## config.mk

```make
export PLATFORM = sky130hd
export DESIGN_NAME = sixteen_bit_subtractor
export DESIGN_NICKNAME = d
export VERILOG_FILES = /design/src/rtl/sixteen_bit_subtractor.sv
export SDC_FILE = /design/constraint.sdc
export NUM_CORES = 1
export LEC_CHECK = 0
export CAP_MARGIN = 20
export CORE_ASPECT_RATIO = 0.6
export CORE_MARGIN = 2
export CORE_UTILIZATION = 57
export DETAILED_ROUTE_END_ITERATION = 8
export PLACE_DENSITY = 0.86
export RECOVER_POWER = 25
export SYNTH_ARGS = -nofsm -noshare
export SYNTH_HDL_FRONTEND = slang
export SYNTH_SLANG_ARGS = --single-unit
```

## constraint.sdc

```tcl
create_clock -name clk -period 3.4 [get_ports clk]
set_input_delay 1.02 -clock clk [delete_from_list [all_inputs] [get_ports clk]]
set_output_delay 1.02 -clock clk [all_outputs]
set_load 0.05 [all_outputs]
```

## src/rtl/sixteen_bit_subtractor.sv

```systemverilog
`default_nettype none
// ============================================================================
// Module   : sixteen_bit_subtractor
// Function : Multi-cycle subtractor that works one half-word at a time.
//            Operands are captured on start. The low half is produced in
//            LOW and the high half in HIGH. The high half takes either the
//            low-half borrow (full-width mode) or the captured borrowIn
//            (split mode). Results hold until the next operation replaces
//            them.
// Revision : 1.0  initial release
// ============================================================================
module sixteen_bit_subtractor #(
    parameter int HALF_WIDTH = 8
) (
    input  logic                    clk,
    input  logic                    reset,
    input  logic                    start,
    input  logic [2*HALF_WIDTH-1:0] A,
    input  logic [2*HALF_WIDTH-1:0] B,
    input  logic                    borrowIn,
    input  logic                    split,
    output logic [2*HALF_WIDTH-1:0] D,
    output logic                    borrowLow,
    output logic                    borrowOut,
    output logic                    overflow,
    output logic                    busy,
    output logic                    done
);

    localparam int c_W   = 2 * HALF_WIDTH;
    localparam int c_MSB = HALF_WIDTH - 1;

    typedef enum logic [1:0] {
        ST_IDLE = 2'd0,
        ST_LOW  = 2'd1,
        ST_HIGH = 2'd2,
        ST_DONE = 2'd3
    } state_t;

    state_t                r_state;

    // Operands captured when the operation is accepted
    logic [c_W-1:0]        r_opA;
    logic [c_W-1:0]        r_opB;
    logic                  r_borrowIn;
    logic                  r_split;

    // Registered results and status
    logic [HALF_WIDTH-1:0] r_diffLo;
    logic [HALF_WIDTH-1:0] r_diffHi;
    logic                  r_borrowLow;
    logic                  r_borrowOut;
    logic                  r_overflow;
    logic                  r_busy;
    logic                  r_done;

    // Half-word views of the captured operands
    logic [HALF_WIDTH-1:0] w_aLo;
    logic [HALF_WIDTH-1:0] w_bLo;
    logic [HALF_WIDTH-1:0] w_aHi;
    logic [HALF_WIDTH-1:0] w_bHi;

    // One extra bit on each difference: its top bit is the borrow out
    logic [HALF_WIDTH:0]   w_lowDiff;
    logic [HALF_WIDTH:0]   w_highDiff;
    logic                  w_highBorrowIn;
    logic                  w_highOverflow;

    assign w_aLo = r_opA[HALF_WIDTH-1:0];
    assign w_bLo = r_opB[HALF_WIDTH-1:0];
    assign w_aHi = r_opA[c_W-1:HALF_WIDTH];
    assign w_bHi = r_opB[c_W-1:HALF_WIDTH];

    assign w_lowDiff = {1'b0, w_aLo} - {1'b0, w_bLo}
                     - {{HALF_WIDTH{1'b0}}, r_borrowIn};

    // Split mode keeps the halves independent: the high half takes the
    // captured borrowIn, not the low-half borrow.
    assign w_highBorrowIn = r_split ? r_borrowIn : r_borrowLow;

    assign w_highDiff = {1'b0, w_aHi} - {1'b0, w_bHi}
                      - {{HALF_WIDTH{1'b0}}, w_highBorrowIn};

    // Signed overflow: operand signs differ and the result sign leaves A's sign
    assign w_highOverflow = (w_aHi[c_MSB] ^ w_bHi[c_MSB])
                          & (w_highDiff[c_MSB] ^ w_aHi[c_MSB]);

    // Sequencer: capture operands, compute low then high half, then strobe done
    always_ff @(posedge clk or posedge reset) begin
        if (reset) begin
            r_state     <= ST_IDLE;
            r_opA       <= '0;
            r_opB       <= '0;
            r_borrowIn  <= 1'b0;
            r_split     <= 1'b0;
            r_diffLo    <= '0;
            r_diffHi    <= '0;
            r_borrowLow <= 1'b0;
            r_borrowOut <= 1'b0;
            r_overflow  <= 1'b0;
            r_busy      <= 1'b0;
            r_done      <= 1'b0;
        end else begin
            case (r_state)
                ST_IDLE: begin
                    r_done <= 1'b0;
                    if (start) begin
                        r_opA      <= A;
                        r_opB      <= B;
                        r_borrowIn <= borrowIn;
                        r_split    <= split;
                        r_busy     <= 1'b1;
                        r_state    <= ST_LOW;
                    end else begin
                        r_busy     <= 1'b0;
                    end
                end
                ST_LOW: begin
                    r_diffLo    <= w_lowDiff[HALF_WIDTH-1:0];
                    r_borrowLow <= w_lowDiff[HALF_WIDTH];
                    r_busy      <= 1'b1;
                    r_done      <= 1'b0;
                    r_state     <= ST_HIGH;
                end
                ST_HIGH: begin
                    r_diffHi    <= w_highDiff[HALF_WIDTH-1:0];
                    r_borrowOut <= w_highDiff[HALF_WIDTH];
                    r_overflow  <= w_highOverflow;
                    r_busy      <= 1'b1;
                    r_done      <= 1'b1;
                    r_state     <= ST_DONE;
                end
                ST_DONE: begin
                    r_busy      <= 1'b0;
                    r_done      <= 1'b0;
                    r_state     <= ST_IDLE;
                end
                default: begin
                    r_busy      <= 1'b0;
                    r_done      <= 1'b0;
                    r_state     <= ST_IDLE;
                end
            endcase
        end
    end

    assign D         = {r_diffHi, r_diffLo};
    assign borrowLow = r_borrowLow;
    assign borrowOut = r_borrowOut;
    assign overflow  = r_overflow;
    assign busy      = r_busy;
    assign done      = r_done;

endmodule
`default_nettype wire
```

==> metrics list <==
* Run status: finished clean
- After layout, the worst path uses 76.3% of the clock period.
* Vias/cell: 5.31
- Worst Path Class, Setup: flip-flop to output pin
- STA classifies the critical path endpoint as an output pin.
- Met2 wire length: 2.68 mm
* Max-slew violations: 0
- For this run, the leading register cell type out of synthesis is sky130_fd_sc_hd__dfrtp_1.
* Gate Count Post-Synth: 273
- The post-route netlist has 18.4% of its cells at a drive strength greater than 1.
* Post-cts repair resize count: 0
* Cell Chain, Critical Path: clkdlybuf4s50_1
* Family with the most delay on the worst path: buffers and inverters
- Routability-driven placement congestion ratio: 0.770
- Max_cap viols: 0
- Summing the areas of all compound-gate instances in the mapped netlist gives 8.05% of the synthesized area.
- The worst pin sits at a relative slew slack of 9.22%.
- Synth unique cells: 35
- In this run the number of cells on the critical path is 1.
- After detailed routing, the average wire length per cell comes to 14.6 um.
- Metal3 WL: 324 um
- Required arrival time at the worst endpoint: 2.38 ns
- The initial antenna violation count came to 0.
- The H-tree was split into 3 levels.
- Number of sinks handled by clock tree synthesis: 57
- Input/output buffers: 57
* Critical path buffer and inverter count: 1
* Xor and xnor fraction of the mapped netlist area: 3.05%
- Worst-path cell with the longest stage delay: sky130_fd_sc_hd__clkdlybuf4s50_1
- Maximum number of pins on one net before global-route repair: 58
- The count of nets left with antenna violations once routing finished came out at 0.
- Highest routed layer: met4
- # placed instances: 392
- For this design, the CTS-stage hold fixing added 0 buffers.
* Crit path to: borrowLow
- The worst setup path is launched from a flip-flop.
* Fin cells: 408
- The clock reaches the later pin of the worst-skew pair after 0.33 ns.
* Post-synth top area cell: sky130_fd_sc_hd__dfrtp_1
- Clock tree synthesis inserted a total of 9 buffers.
* Post-synthesis instance area: 3160 um2
- CP arrival: 1.58 ns
- Along the worst path, the maximum fanout reaches 3.
* Seq/Total Area, Yosys: 45.2%
* Fraction of post-synthesis cell area in the top cell type by area: 45.2%
- Antenna fix cells: 0
* Total Neg Setup Slack: 0 ns
- Counting flops with a built-in enable in the synthesized netlist gives 0.
- HPWL after DPL: 4.49 mm
- Site row count: 20
- Reg2reg setup slack: 0.91 ns
- Floorplan die width: 100 um
- For this run, design rule violations remaining after detail routing come to 0.
- Clock transition at the registers of the reported paths: 0.06 ns
* Wire length of the first global-routing pass: 10.5 mm
* Async SR Flop Fraction: 100%
- TritonCTS built the clock tree.
* Slowest stage delay, CP: 0.83 ns
- The path class of the tightest hold or removal check is flip-flop to flip-flop.
* Portion of netlist area occupied by mux cells: 16.7%
* Simple-gate share of the synthesized area: 5.67%
* Ports placed on the boundary: 58
- Total via count after detailed routing: 2168
- By area the synthesized netlist is led by sky130_fd_sc_hd__dfrtp_1 45%, sky130_fd_sc_hd__mux2_2 16%, sky130_fd_sc_hd__ha_1 13%.
- For this configuration, the core starts out at a cell density of 60.6%.
* Number of global-route vias before repair: 2252
- The average instance in the mapped netlist occupies 11.6 um2.
- Global routing consumed, over all layers together, 23.1% of the routing resources.
* Floorplan die height: 61.6 um
* Most frequent cells after synthesis: 57 x sky130_fd_sc_hd__dfrtp_1, 46 x sky130_fd_sc_hd__mux2_2, 45 x sky130_fd_sc_hd__inv_1
- Wires add up to 5.97 mm.
- The first detailed-routing pass ran for 4 iterations.
- Post-layout nets: 410
- Maximum number of buffers from clock root to sink: 2
* Most frequent cell after synthesis: sky130_fd_sc_hd__dfrtp_1
* Post-place instance area: 3810 um2
* Endpoint of the worst register-to-register path: borrowLow$_DFFE_PP0N_
* Total global routing overflow: 0
- Endpoints failing setup: 0
* Met1 wire length: 2.88 mm
- Die area: 6170 um2
* Fin Clk Skew: 0.00739 ns
- Final critical delay including setup and external delays: 2.60 ns
- R2r startpoint: r_opA[0]$_DFFE_PP0P_
- The critical path starts at borrowLow$_DFFE_PP0N_.
- Post-synthesis adder-cell area fraction: 15.2%
* DRT iter0 DRCs: 83
- The worst register-to-register path has a depth of 7.
- The number of nets in the synthesized netlist is 346.
- Fill cells: 359
* Dominant combinational cell family by area after synthesis: multiplexers
- Timing would allow up to 385 MHz.
- Clock root buffer: sky130_fd_sc_hd__clkbuf_8
* Count of endpoints failing hold in the final timing report: 0
- Setup repair after global routing left no endpoint under its margin.
- The total area inside the core boundary comes to 5200 um2.
- For the pin with the worst max-slew slack, the measured transition is 1.36 ns.
- After routing the design area is 3950 um2.
- Setup Buffers After CTS: 0
- During synthesis, Yosys emitted a total of 0 warnings.
* Synthesis-to-finish area growth: 25.3%
* Count of state elements after synthesis: 57
layout by cell type, fill, tap and decap left out, types with 2 or more instances in the layout:
cell type,count
sky130_fd_sc_hd__o21ai_0,5
sky130_fd_sc_hd__inv_1,44
sky130_fd_sc_hd__nand2_1,6
sky130_fd_sc_hd__nor2b_1,6
sky130_fd_sc_hd__clkbuf_1,3
sky130_fd_sc_hd__fa_1,4
sky130_fd_sc_hd__a21o_1,4
sky130_fd_sc_hd__clkinv_2,4
sky130_fd_sc_hd__xnor2_1,7
sky130_fd_sc_hd__nand2b_1,5
sky130_fd_sc_hd__nand3b_1,3
sky130_fd_sc_hd__xor2_1,4
sky130_fd_sc_hd__dfrtp_1,57
sky130_fd_sc_hd__and2_1,2
sky130_fd_sc_hd__clkdlybuf4s50_1,56
sky130_fd_sc_hd__a21oi_1,9
sky130_fd_sc_hd__nor2_1,8
sky130_fd_sc_hd__ha_1,32
sky130_fd_sc_hd__a211oi_1,2
sky130_fd_sc_hd__a211o_1,2
sky130_fd_sc_hd__a31oi_1,6
sky130_fd_sc_hd__clkbuf_8,9
sky130_fd_sc_hd__mux2_2,46
through the flow:
stage | setup WS [ns] | utilization [%] | hold slack, ns
final | 0.805 | 76.0 | 0.504
after floorplan | 0.860 | - | 0.479
after global routing | 0.627 | 76.0 | 0.518
after detailed placement | 0.935 | 73.3 | 0.493
after global placement | 0.969 | 73.3 | 0.488
after CTS | 0.800 | 76.3 | 0.507
worst min path at each step:
stage	start	to	slack (ns)	cells after the start
floorplan	r_opA[6]$_DFFE_PP0P_	r_opA[6]$_DFFE_PP0P_	0.48	1
global placement	r_opB[1]$_DFFE_PP0P_	r_opB[1]$_DFFE_PP0P_	0.49	1
detailed placement	r_opA[11]$_DFFE_PP0P_	r_opA[11]$_DFFE_PP0P_	0.49	1
CTS	r_opA[11]$_DFFE_PP0P_	r_opA[11]$_DFFE_PP0P_	0.51	1
global route	r_opA[10]$_DFFE_PP0P_	r_opA[10]$_DFFE_PP0P_	0.52	1
finish	r_opA[11]$_DFFE_PP0P_	r_opA[11]$_DFFE_PP0P_	0.50	1
cells by family (layout without fill, tap and decap cells):
family | Yosys count | after routing
AND/OR/NAND/NOR | 34 | 34
flip-flops | 57 | 57
XOR/XNOR | 11 | 11
adder cells (fa/ha/maj) | 36 | 36
AO/OA/AOI/OAI | 37 | 37
buffers and inverters | 51 | 120
multiplexers | 47 | 47
area by class of cell:
type	count	area (um2)	share of cell area [%]
clock inverter	4	20.0	0.506
clock buffer	12	135	3.42
inverter	45	169	4.27
multi-input combinational	165	1540	38.9
tap	66	82.6	2.09
timing repair buffer	59	583	14.7
sequential	57	1430	36.1
sequential cells by signal, indices dropped and copies added (netlist names), 2 cells and up:
register and count:
r_state 2, r_opA 16, r_opB 16, r_diffLo 8, r_diffHi 8
metal layers:
metal | vias up | GRT usage (%)
li1 | 1054 | -
met1 | 1047 | 30.6
met2 | 59 | 38.6
met3 | 8 | 5.68
met4 | 0 | 7.44
met5 | - | 0
Power is left out: the tool's default activity adds up to more than one toggle a clock period on the data nets, which glitch-free logic cannot reach.
